===== src/rtl/demux2_32_buffered.sv =====
// demux2_32_buffered: steers one producer stream to one of two consumers.
// Each consumer owns a one-entry holding register with a valid/ready
// handshake, so a stalled consumer never blocks or corrupts the other path.
// Drain and refill can happen on the same edge, which gives one word per
// cycle per output.
module demux2_32_buffered #(
  parameter int WIDTH = 32,
  parameter int CNT_W = 8
) (
  input  logic             CLK,
  input  logic             Reset,
  input  logic             Src,
  input  logic             in_valid,
  output logic             in_ready,
  input  logic [WIDTH-1:0] in_data,
  output logic             out1_valid,
  input  logic             out1_ready,
  output logic [WIDTH-1:0] out1_data,
  output logic             out2_valid,
  input  logic             out2_ready,
  output logic [WIDTH-1:0] out2_data,
  output logic [CNT_W-1:0] cnt1,
  output logic [CNT_W-1:0] cnt2
);

  localparam logic [CNT_W-1:0] CNT_ONE = {{(CNT_W-1){1'b0}}, 1'b1};

  logic             out1_valid_reg;
  logic [WIDTH-1:0] out1_data_reg;
  logic [CNT_W-1:0] cnt1_reg;
  logic             out2_valid_reg;
  logic [WIDTH-1:0] out2_data_reg;
  logic [CNT_W-1:0] cnt2_reg;

  logic slot1_free;
  logic slot2_free;
  logic accept1;
  logic accept2;

  // A slot can take a word when it is empty or being emptied this cycle.
  // in_ready looks only at the selected slot and never at in_valid.
  always_comb begin
    slot1_free = !out1_valid_reg || out1_ready;
    slot2_free = !out2_valid_reg || out2_ready;
    in_ready   = Src ? slot2_free : slot1_free;
    accept1    = in_valid && slot1_free && !Src;
    accept2    = in_valid && slot2_free && Src;
  end

  // Consumer 1 holding register: refill has priority over drain; data is
  // left untouched on drain so the last word stays visible.
  always_ff @(posedge CLK or posedge Reset) begin
    if (Reset) begin
      out1_valid_reg <= 1'b0;
      out1_data_reg  <= '0;
      cnt1_reg       <= '0;
    end else if (accept1) begin
      out1_valid_reg <= 1'b1;
      out1_data_reg  <= in_data;
      cnt1_reg       <= cnt1_reg + CNT_ONE;
    end else if (out1_ready) begin
      out1_valid_reg <= 1'b0;
    end
  end

  // Consumer 2 holding register, same policy as consumer 1.
  always_ff @(posedge CLK or posedge Reset) begin
    if (Reset) begin
      out2_valid_reg <= 1'b0;
      out2_data_reg  <= '0;
      cnt2_reg       <= '0;
    end else if (accept2) begin
      out2_valid_reg <= 1'b1;
      out2_data_reg  <= in_data;
      cnt2_reg       <= cnt2_reg + CNT_ONE;
    end else if (out2_ready) begin
      out2_valid_reg <= 1'b0;
    end
  end

  assign out1_valid = out1_valid_reg;
  assign out1_data  = out1_data_reg;
  assign cnt1       = cnt1_reg;
  assign out2_valid = out2_valid_reg;
  assign out2_data  = out2_data_reg;
  assign cnt2       = cnt2_reg;

endmodule


===== config.mk =====
export PLATFORM = sky130hd
export DESIGN_NAME = demux2_32_buffered
export DESIGN_NICKNAME = d
export VERILOG_FILES = /design/src/rtl/demux2_32_buffered.sv
export SDC_FILE = /design/constraint.sdc
export NUM_CORES = 1
export LEC_CHECK = 0
export CORE_AREA = 2 2 101 79
export DETAILED_ROUTE_END_ITERATION = 16
export DIE_AREA = 0 0 103 81
export PLACE_DENSITY = 0.9
export SETUP_SLACK_MARGIN = 0.3
export SYNTH_ARGS = -nofsm -noshare
export SYNTH_HDL_FRONTEND = slang
export SYNTH_SLANG_ARGS = --single-unit
export TNS_END_PERCENT = 5

===== constraint.sdc =====
create_clock -name CLK -period 4.7 [get_ports CLK]
set_clock_uncertainty 0.2 [all_clocks]
set_input_delay 0.705 -clock CLK [delete_from_list [all_inputs] [get_ports CLK]]
set_output_delay 0.705 -clock CLK [all_outputs]
set_load 0.005 [all_outputs]

==> reports/metrics.csv, run 1 <==
stage;metric;value;unit
synthesis;Mapped Avg Cell Area;11.76;um^2
final_layout;most common cell after layout, fill and taps aside;clkdlybuf4s50_1;
sta;setup TNS;0;ps
critical_path;CP arrival;2040;ps
sta;min Tclk post-route;2943;ps
place;Port Buffers;120;
synthesis;top post-synthesis cells by area;dfrtp_1 (64%), nand2_1 (12%), mux2_2 (12%);
sta;worst rel slew slack;48.51;%
global_route;largest net degree at the start of global routing;48;
sta;Max Freq;0.3398;GHz
critical_path;CP max stage delay;540;ps
final_layout;most frequent cells in the layout;clkdlybuf4s50_1 (120), nand2_1 (107), dfrtp_1 (82), mux2_2 (34), clkbuf_8 (10);
final_layout;diodes inserted;0;
cts;Root Buffer;clkbuf_8;
die;Starting Density;42.99;%
synthesis;synth unique cells;23;
place;placed instance area;4501;um^2
sta;Slew @ Worst Pin;771.4;ps
detailed_routing;Detailed Route WL;7138;um
detailed_routing;routed len/inst;14.13;um
sta;Fin. Hold Viols;0;
final_layout;Area growth syn-to-layout;44.95;%
critical_path;Req. time, crit path;3800;ps
power;pwr/cell area;422.7;nW/um^2
detailed_routing;via/cell ratio;4.618;
detailed_routing;# DRC;0;
cts;TritonCTS clock tree;built;
detailed_routing;Final ANT Viol Nets;0;
synthesis;Synth top area share;63.66;%
cts;Worst-Skew Late Latency;330;ps
sta;Final WS setup;1757;ps
global_route;vias in the first global route;2399;
power;total power;1.975;mW
synthesis;Cell Area, Synth;3223;um^2
cts;number of buffers created by CTS;9;
place;placed insts;489;
die;cell row count;28;
cts;Worst-path clk slew;70;ps
cts;Sink Count;82;
critical_path;worst path bufs/invs;2;
synthesis;Syn Nets;314;
die;Die Y;81;um
cts;CTS resizes;0;
critical_path;crit end category;output port;
place;pre-CTS setup slack;1754;ps
die;io pins;121;
cts;Max Buffers Root-to-Sink;2;
cts;CTS Hold Buffers Added;0;
synthesis;YS warnings;0;
final_layout;Finished Cell Area;4672;um^2
final_layout;fin cells;505;
final_layout;NumNets Final;435;
critical_path;Max FO, Critical Path;4;
synthesis;Yosys top cell by area;dfrtp_1;
place;gpl congestion;0.7865;
critical_path;crit path launch type;primary input;
critical_path;CP top delay family;buffers and inverters;
sta;RSZ-0062 raised after global routing;false;
flow_run;Max-cap violations;0;
global_route;gr usage total;17.77;%
critical_path;WS Path Type;primary input to output port;
cts;H-tree levels;3;
sta;fin crit share;62.62;%
synthesis;sequential share of the synthesized area;63.66;%
critical_path;Crit-path slowest cell;clkdlybuf4s50_1;
detailed_routing;1st-pass router iterations;4;
critical_path;most frequent CP cell;clkdlybuf4s50_1;
synthesis;Syn Inst Count;274;
sta;Slew Viols, Final;0;
synthesis;#FFs+latches synth;82;
hold_path;min-delay worst type;register to register;
cts;setup repair bufs after CTS;0;
detailed_routing;routed vias;2332;
outcome;status;finished, final reports clean;
die;Die W;103;um
place;DP HPWL;5078;um
detailed_routing;DR iter-0 viols;83;
global_route;initial antenna violation count;0;
sta;final setup fails;0;
die;die area;8343;um^2
critical_path;crit-path cells;clkdlybuf4s50_1, mux2_2, clkdlybuf4s50_1;
global_route;total grt overflow;0;
power;VDD IR max;0.0002064;V
critical_path;Worst R2R Setup Slack;2660;ps
global_route;global-route wire length before repair;11390;um
die;Core Box Area;7497;um^2
final_layout;share of cells above drive strength 1;15.00;%
power;P_leak;2.128;nW
## worst reg2reg max path: cells and delay by family (launching register included)
kind,cells,cell delay (ps)
flip-flops,1,430
AND/OR/NAND/NOR,4,1360
## where the power goes
| group | internal (mW) | leakage (nW) | total, mW | switching (mW) |
|---|---|---|---|---|
| Combinational | 0.373 | 1.05 | 0.570 | 0.197 |
| Clock | 0.204 | 0.0851 | 0.438 | 0.235 |
| Sequential | 0.852 | 0.997 | 0.967 | 0.115 |
| Total | 1.43 | 2.13 | 1.98 | 0.546 |
## path summary, 6_finish.rpt
path / start / endpoint / cells after the start
min reg2reg: out2_data[9]$_DFFE_PP0P_ / out2_data[9]$_DFFE_PP0P_ / 2
max in group asynchronous: Reset / out2_data[11]$_DFFE_PP0P_ / 3
min: out2_data[9]$_DFFE_PP0P_ / out2_data[9]$_DFFE_PP0P_ / 2
max reg2reg: out2_valid$_DFFE_PP0P_ / cnt2[4]$_DFFE_PP0P_ / 4
min in group asynchronous: Reset / out1_data[12]$_DFFE_PP0P_ / 2
max: Src / in_ready / 3
## metrics by stage
| step | hold WS [ps] | util [%] |
|---|---|---|
| after floorplan | 264.7 | - |
| after detailed placement | 263.2 | 60.03 |
| after CTS | 282.1 | 62.32 |
| after global routing | 289.5 | 62.32 |
| final | 276.5 | 62.32 |
| after global placement | 255.5 | 60.03 |
## cell type report
cell class | instances | area [um^2]
clock buffers | 11 | 141.4
well taps | 105 | 131.4
repair buffers | 122 | 1216
clock inverters | 5 | 30.03
fillers | 633 | 2825
flip-flops and latches | 82 | 2052
inverters | 2 | 8.758
multi-input cells | 178 | 1092
## Yosys cell counts, drive strengths merged
library cell / number
nand2: 107
dfrtp: 82
mux2: 34
buf: 12
xor2: 8
nand3: 6
xnor2: 5
nor3: 4
nor2: 3
ha: 2
inv: 2
nand2b: 2
and3: 1
and4: 1
nand3b: 1
nand4: 1
nor4: 1
o21ai: 1
or3: 1
## cell families after synthesis
logic type,synth area share [%]
xor+xnor,3.533
simple gates,17.39
mux,11.88
buf+inv,2.601
fa+ha+maj,0.7763
compound gates,0.1551
flops,63.66
## per-layer routing
layer / routed length (um) / up-vias / global-route usage (%) / part of all wire [%]
met5: 0 / - / 0 / 0
met4: 29 / 0 / 3.421 / 0.41
met3: 598 / 5 / 8.606 / 8.4
met2: 3573 / 76 / 30.84 / 50
met1: 2936 / 1125 / 20.13 / 41
li1: - / 1126 / - / -
No activity file was read; power rests on OpenSTA's default activity.
==> inputs of run 2 (changes only) <==
Settings changed: CORE_AREA 2 2 101 79 to 2 2 102 80, DIE_AREA 0 0 103 81 to 0 0 104 82, PLACE_DENSITY 0.9 to 0.88.
Clock period 4.7 ns to 3 ns, I/O delays scaled along.
==> run 2 against run 1 <==
Global-route usage is 1.0 points higher. Core utilization is 0.76 points higher. Via count is 4.0% higher. Combinational power is 59% higher. Final cell count is 1.2% higher. Sequential power is 57% higher. Power is 67% higher. Critical path type unchanged. Worst hold slack worse by 140 ps. Sequential cell count stayed put. Clock-buffer cell count is 1 lower. Largest cell class unchanged. Sequential share of layout area is 0.93 points lower. First-iteration DRC count is 28% lower.
==> reports/metrics.csv, run 2 (synthesized netlist as in run 1, its figures left out) <==
stage;metric;value;unit;change
sta;min Tclk post-route;2448;ps;
cts;setup repair bufs after CTS;0;;unchanged
cts;Worst-Skew Late Latency;340;ps;about the same
sta;fin crit share;81.60;%;
critical_path;Crit-path slowest cell;clkdlybuf4s50_1;;
sta;RSZ-0062 raised after global routing;false;;
detailed_routing;routed len/inst;14.87;um;+5.2%
sta;Fin. Hold Viols;0;;unchanged
power;P_leak;2.177;nW;+2.3%
cts;number of buffers created by CTS;9;;unchanged
hold_path;min-delay worst type;primary input to asynchronous set/reset pin;;
sta;Final WS setup;552.1;ps;-1205 ps
die;die area;8528;um^2;+2.2%
cts;Max Buffers Root-to-Sink;2;;unchanged
final_layout;NumNets Final;441;;+1.4%
critical_path;crit path launch type;primary input;;
sta;worst rel slew slack;62.10;%;+14 points
critical_path;critical path endpoint;in_ready;;
die;Starting Density;42.59;%;-0.40 points
place;DP HPWL;5568;um;+9.7%
detailed_routing;# DRC;0;;unchanged
die;Die W;104;um;+0.97%
place;Port Buffers;120;;unchanged
critical_path;Req. time, crit path;2350;ps;-1450 ps
critical_path;crit end category;output port;;
cts;CTS resizes;0;;unchanged
flow_run;Max-cap violations;0;;unchanged
critical_path;WS Path Type;primary input to output port;;
critical_path;Worst R2R End;out2_data[9]$_DFFE_PP0P_;;
place;pre-CTS setup slack;549.6;ps;-1205 ps
critical_path;most frequent CP cell;clkdlybuf4s50_1;;
die;cell row count;28;;unchanged
detailed_routing;DR iter-0 viols;60;;-28%
detailed_routing;Detailed Route WL;7601;um;+6.5%
detailed_routing;via/cell ratio;4.748;;+2.8%
detailed_routing;routed vias;2426;;+4.0%
critical_path;Critical path origin;Src;;
global_route;initial antenna violation count;0;;unchanged
critical_path;CP arrival;1800;ps;-240 ps
sta;Slew @ Worst Pin;566.9;ps;-204.5 ps
detailed_routing;DR WL met3;566;um;-5.4%
cts;H-tree levels;3;;unchanged
sta;final setup fails;0;;unchanged
detailed_routing;M1 WL;3365;um;+15%
critical_path;CP max stage delay;540;ps;about the same
cts;CTS Hold Buffers Added;0;;unchanged
sta;Slew Viols, Final;0;;unchanged
die;Die Y;82;um;+1.2%
outcome;status;finished, final reports clean;;
critical_path;R2R Path Start;out2_valid$_DFFE_PP0P_;;
cts;Worst-path clk slew;80;ps;about the same
place;gpl congestion;0.7909;;+0.56%
global_route;vias in the first global route;2508;;+4.5%
global_route;global-route wire length before repair;12340;um;+8.3%
critical_path;Worst R2R Setup Slack;1210;ps;-1450 ps
sta;Max Freq;0.4085;GHz;
cts;Root Buffer;clkbuf_8;;
cts;Sink Count;82;;unchanged
final_layout;most frequent cells in the layout;clkdlybuf4s50_1 (120), nand2_1 (107), dfrtp_1 (82), mux2_2 (34), clkbuf_8 (9);;
final_layout;most common cell after layout, fill and taps aside;clkdlybuf4s50_1;;
global_route;total grt overflow;0;;unchanged
sta;setup TNS;0;ps;unchanged
detailed_routing;highest routed layer;met4;;
critical_path;crit-path cells;clkdlybuf4s50_1, mux2_2, clkdlybuf4s50_1;;
detailed_routing;1st-pass router iterations;4;;unchanged
die;Core Box Area;7567;um^2;+0.93%
final_layout;diodes inserted;0;;unchanged
power;pwr/cell area;690.1;nW/um^2;+63%
cts;TritonCTS clock tree;built;;
critical_path;depth of the most critical reg-to-reg path;5;;+1
global_route;largest net degree at the start of global routing;51;;+6.3%
final_layout;share of cells above drive strength 1;16.01;%;+1.0 points
die;io pins;121;;unchanged
detailed_routing;wire length on met2;3638;um;+1.8%
power;VDD IR max;0.0003907;V;+89%
global_route;gr usage total;18.79;%;+1.0 points
final_layout;Area growth syn-to-layout;48.10;%;
detailed_routing;Final ANT Viol Nets;0;;unchanged
critical_path;Max FO, Critical Path;4;;unchanged
## run 2: changes by cell type in the layout (fill, tap and decap cells not counted)
cell / before / now
buf_12: 0 / 1
inv_6: 0 / 1
bufinv_16: 0 / 2
buf_4: 2 / 7
clkinv_2: 4 / 1
nand3_1: 5 / 6
clkbuf_8: 10 / 9
nand3_2: 1 / 0
clkinv_4: 0 / 1
## run 2: final cells by class
cell class	count	area (um^2)
fillers	612	2794
flip-flops and latches	82	2052
repair buffers	128	1274
multi-input cells	178	1087
well taps	105	131.4
clock buffers	10	127.6
clock inverters	6	90.09
inverters	2	11.26
## run 2: per-layer routing
metal	up-vias	GRT usage, %
met1	1207	22.56
met4	0	4.730
met5	-	0
li1	1139	-
met2	76	31.84
met3	4	8.016
## run 2: metrics by stage
step	power [mW]	utilization (%)	hold slack [ps]	cell area [um^2]	std cells
after floorplan	1.827	-	264.7	3227	274
after global placement	2.410	60.20	255.4	4556	495
after detailed placement	2.462	60.20	262.3	4556	495
after CTS	3.340	63.08	122.0	4773	511
after global routing	3.484	63.08	125.8	4773	511
final	3.294	63.08	137.9	4773	511
## run 2: worst max-delay path: cells and delay by family
| family | cells | cell delay (ps) |
|---|---|---|
| buf+inv | 2 | 990 |
| mux | 1 | 360 |
## run 2: power by group
part	switching, mW	total, mW	leakage, nW	internal, mW
Clock	0.398	0.870	0.107	0.472
Combinational	0.315	0.907	1.07	0.592
Sequential	0.183	1.52	0.997	1.33
## run 2: worst min path at each step
stage | from | to
3_5_place_dp | out2_data[0]$_DFFE_PP0P_ | out2_data[0]$_DFFE_PP0P_
2_1_floorplan | cnt1[7]$_DFFE_PP0P_ | cnt1[7]$_DFFE_PP0P_
4_1_cts | Reset | out2_data[21]$_DFFE_PP0P_
6_report | Reset | out2_data[21]$_DFFE_PP0P_
3_3_place_gp | cnt2[7]$_DFFE_PP0P_ | cnt2[7]$_DFFE_PP0P_
5_1_grt | Reset | out2_data[20]$_DFFE_PP0P_
==> inputs of run 3 (changes only) <==
Clock period 3 ns to 2.53 ns, I/O delays scaled along.
==> run 3 against run 2 <==
Global-route usage shrank 0.55 points. Via count shrank 2.4%. Clock power grew 18%. Clock-buffer cell count grew 2. Critical path depth grew 1. Critical path type unchanged. Largest power group unchanged.
==> reports/metrics.csv, run 3 (synthesized netlist as in run 1, its figures left out) <==
stage;metric;value;unit;change
cts;setup repair bufs after CTS;0;;unchanged
die;io pins;121;;unchanged
sta;RSZ-0062 raised after global routing;false;;
critical_path;crit end category;output port;;
sta;Final WS setup;479.1;ps;-72.98 ps
die;Die W;104;um;unchanged
sta;Slew Viols, Final;0;;unchanged
sta;fin crit share;81.06;%;
global_route;vias in the first global route;2498;;-0.40%
place;pre-CTS setup slack;228.6;ps;-320.9 ps
critical_path;Max FO, Critical Path;3;;-1
detailed_routing;DR WL met3;660;um;+17%
outcome;status;finished, final reports clean;;
place;placed insts;493;;-0.40%
sta;Max Freq;0.4876;GHz;
cts;CTS Hold Buffers Added;0;;unchanged
die;Starting Density;42.59;%;unchanged
final_layout;NumNets Final;439;;-0.45%
final_layout;most common cell after layout, fill and taps aside;clkdlybuf4s50_1;;
die;cell row count;28;;unchanged
final_layout;fin cells;509;;-0.39%
critical_path;Critical path origin;out1_ready;;
detailed_routing;DR iter-0 viols;66;;+10%
cts;TritonCTS clock tree;built;;
critical_path;Worst R2R End;cnt1[6]$_DFFE_PP0P_;;
place;placed instance area;4578;um^2;+0.49%
critical_path;crit path launch type;primary input;;
sta;final setup fails;0;;unchanged
final_layout;diodes inserted;0;;unchanged
detailed_routing;routed vias;2367;;-2.4%
sta;min Tclk post-route;2051;ps;
die;die area;8528;um^2;unchanged
detailed_routing;1st-pass router iterations;4;;unchanged
die;Core Box Area;7567;um^2;unchanged
cts;Sink Count;82;;unchanged
place;Port Buffers;120;;unchanged
cts;CTS resizes;3;;+3
power;P_leak;2.183;nW;+0.30%
sta;Fin. Hold Viols;0;;unchanged
detailed_routing;highest routed layer;met4;;
critical_path;CP arrival;1470;ps;-330 ps
global_route;initial antenna violation count;0;;unchanged
detailed_routing;# DRC;0;;unchanged
critical_path;Worst R2R Setup Slack;970;ps;-240 ps
cts;Worst-path clk slew;80;ps;about the same
sta;setup TNS;0;ps;unchanged
die;Die Y;82;um;unchanged
place;DP HPWL;5267;um;-5.4%
detailed_routing;routed len/inst;14.64;um;-1.5%
hold_path;min-delay worst type;register to register;;
global_route;global-route wire length before repair;12070;um;-2.2%
critical_path;WS Path Type;primary input to output port;;
detailed_routing;M1 WL;3146;um;-6.5%
cts;Root Buffer;clkbuf_8;;
detailed_routing;Final ANT Viol Nets;0;;unchanged
final_layout;Area growth syn-to-layout;48.95;%;
final_layout;Finished Cell Area;4801;um^2;+0.58%
cts;Max Buffers Root-to-Sink;2;;unchanged
power;pwr/cell area;813.9;nW/um^2;+18%
place;gpl congestion;0.7046;;-11%
final_layout;share of cells above drive strength 1;15.35;%;-0.66 points
detailed_routing;Detailed Route WL;7454;um;-1.9%
global_route;gr usage total;18.24;%;-0.55 points
final_layout;# fillers;618;;+0.98%
critical_path;Req. time, crit path;1950;ps;-400 ps
sta;worst rel slew slack;71.70;%;+9.6 points
sta;Slew @ Worst Pin;424.6;ps;-142.4 ps
cts;Worst-Skew Late Latency;340;ps;about the same
critical_path;critical path endpoint;in_ready;;
power;VDD IR max;0.0004626;V;+18%
critical_path;depth of the most critical reg-to-reg path;5;;unchanged
global_route;total grt overflow;0;;unchanged
final_layout;most frequent cells in the layout;clkdlybuf4s50_1 (118), nand2_1 (107), dfrtp_1 (82), mux2_2 (34), clkbuf_8 (10);;
detailed_routing;via/cell ratio;4.650;;-2.0%
flow_run;Max-cap violations;0;;unchanged
cts;H-tree levels;3;;unchanged
critical_path;R2R Path Start;out1_valid$_DFFE_PP0P_;;
global_route;largest net degree at the start of global routing;83;;+63%
cts;number of buffers created by CTS;9;;unchanged
detailed_routing;wire length on met2;3510;um;-3.5%
sta;final hold slack;272.6;ps;+134.7 ps
## run 3: routing by layer
metal / vias to the layer above / track usage (%)
met5: - / 0
met4: 0 / 7.568
met3: 14 / 8.254
met2: 89 / 30.26
met1: 1133 / 20.95
li1: 1131 / -
## run 3: how the worst min path moves through the flow
stage                                          from                         to  cells past startpoint
after floorplan                 cnt1[7]$_DFFE_PP0P_        cnt1[7]$_DFFE_PP0P_                      1
after global placement     out2_data[3]$_DFFE_PP0P_   out2_data[3]$_DFFE_PP0P_                      2
after detailed placement  out2_data[21]$_DFFE_PP0P_  out2_data[21]$_DFFE_PP0P_                      2
after CTS                 out2_data[21]$_DFFE_PP0P_  out2_data[21]$_DFFE_PP0P_                      2
after global routing            cnt2[7]$_DFFE_PP0P_        cnt2[7]$_DFFE_PP0P_                      1
final                           cnt2[7]$_DFFE_PP0P_        cnt2[7]$_DFFE_PP0P_                      1
## run 3: report_power, final
part           switching, mW  internal, mW
Sequential             0.212          1.58
Clock                  0.450         0.584
Combinational          0.371         0.707
Total                   1.03          2.87
## run 3: final cells by class
type,count,area (um^2),share of cell area [%]
sequential,82,2052,42.74
clock inverter,4,75.07,1.564
multi-input combinational,178,1092,22.75
tap,105,131.4,2.737
inverter,2,11.26,0.2346
timing repair buffer,126,1294,26.95
clock buffer,12,145.1,3.023
## run 3: critical path: stages
cell	delay, ps
clkdlybuf4s50_1	410
nand2b_4	160
mux2_2	260
dlygate4sd2_1	260
## run 3: through the flow
| step | power (mW) | util [%] |
|---|---|---|
| 3_3_place_gp | 2.859 | 60.50 |
| 2_1_floorplan | 2.166 | - |
| 4_1_cts | 3.962 | 63.44 |
| 6_report | 3.907 | 63.44 |
| 3_5_place_dp | 2.918 | 60.50 |
| 5_1_grt | 4.133 | 63.44 |
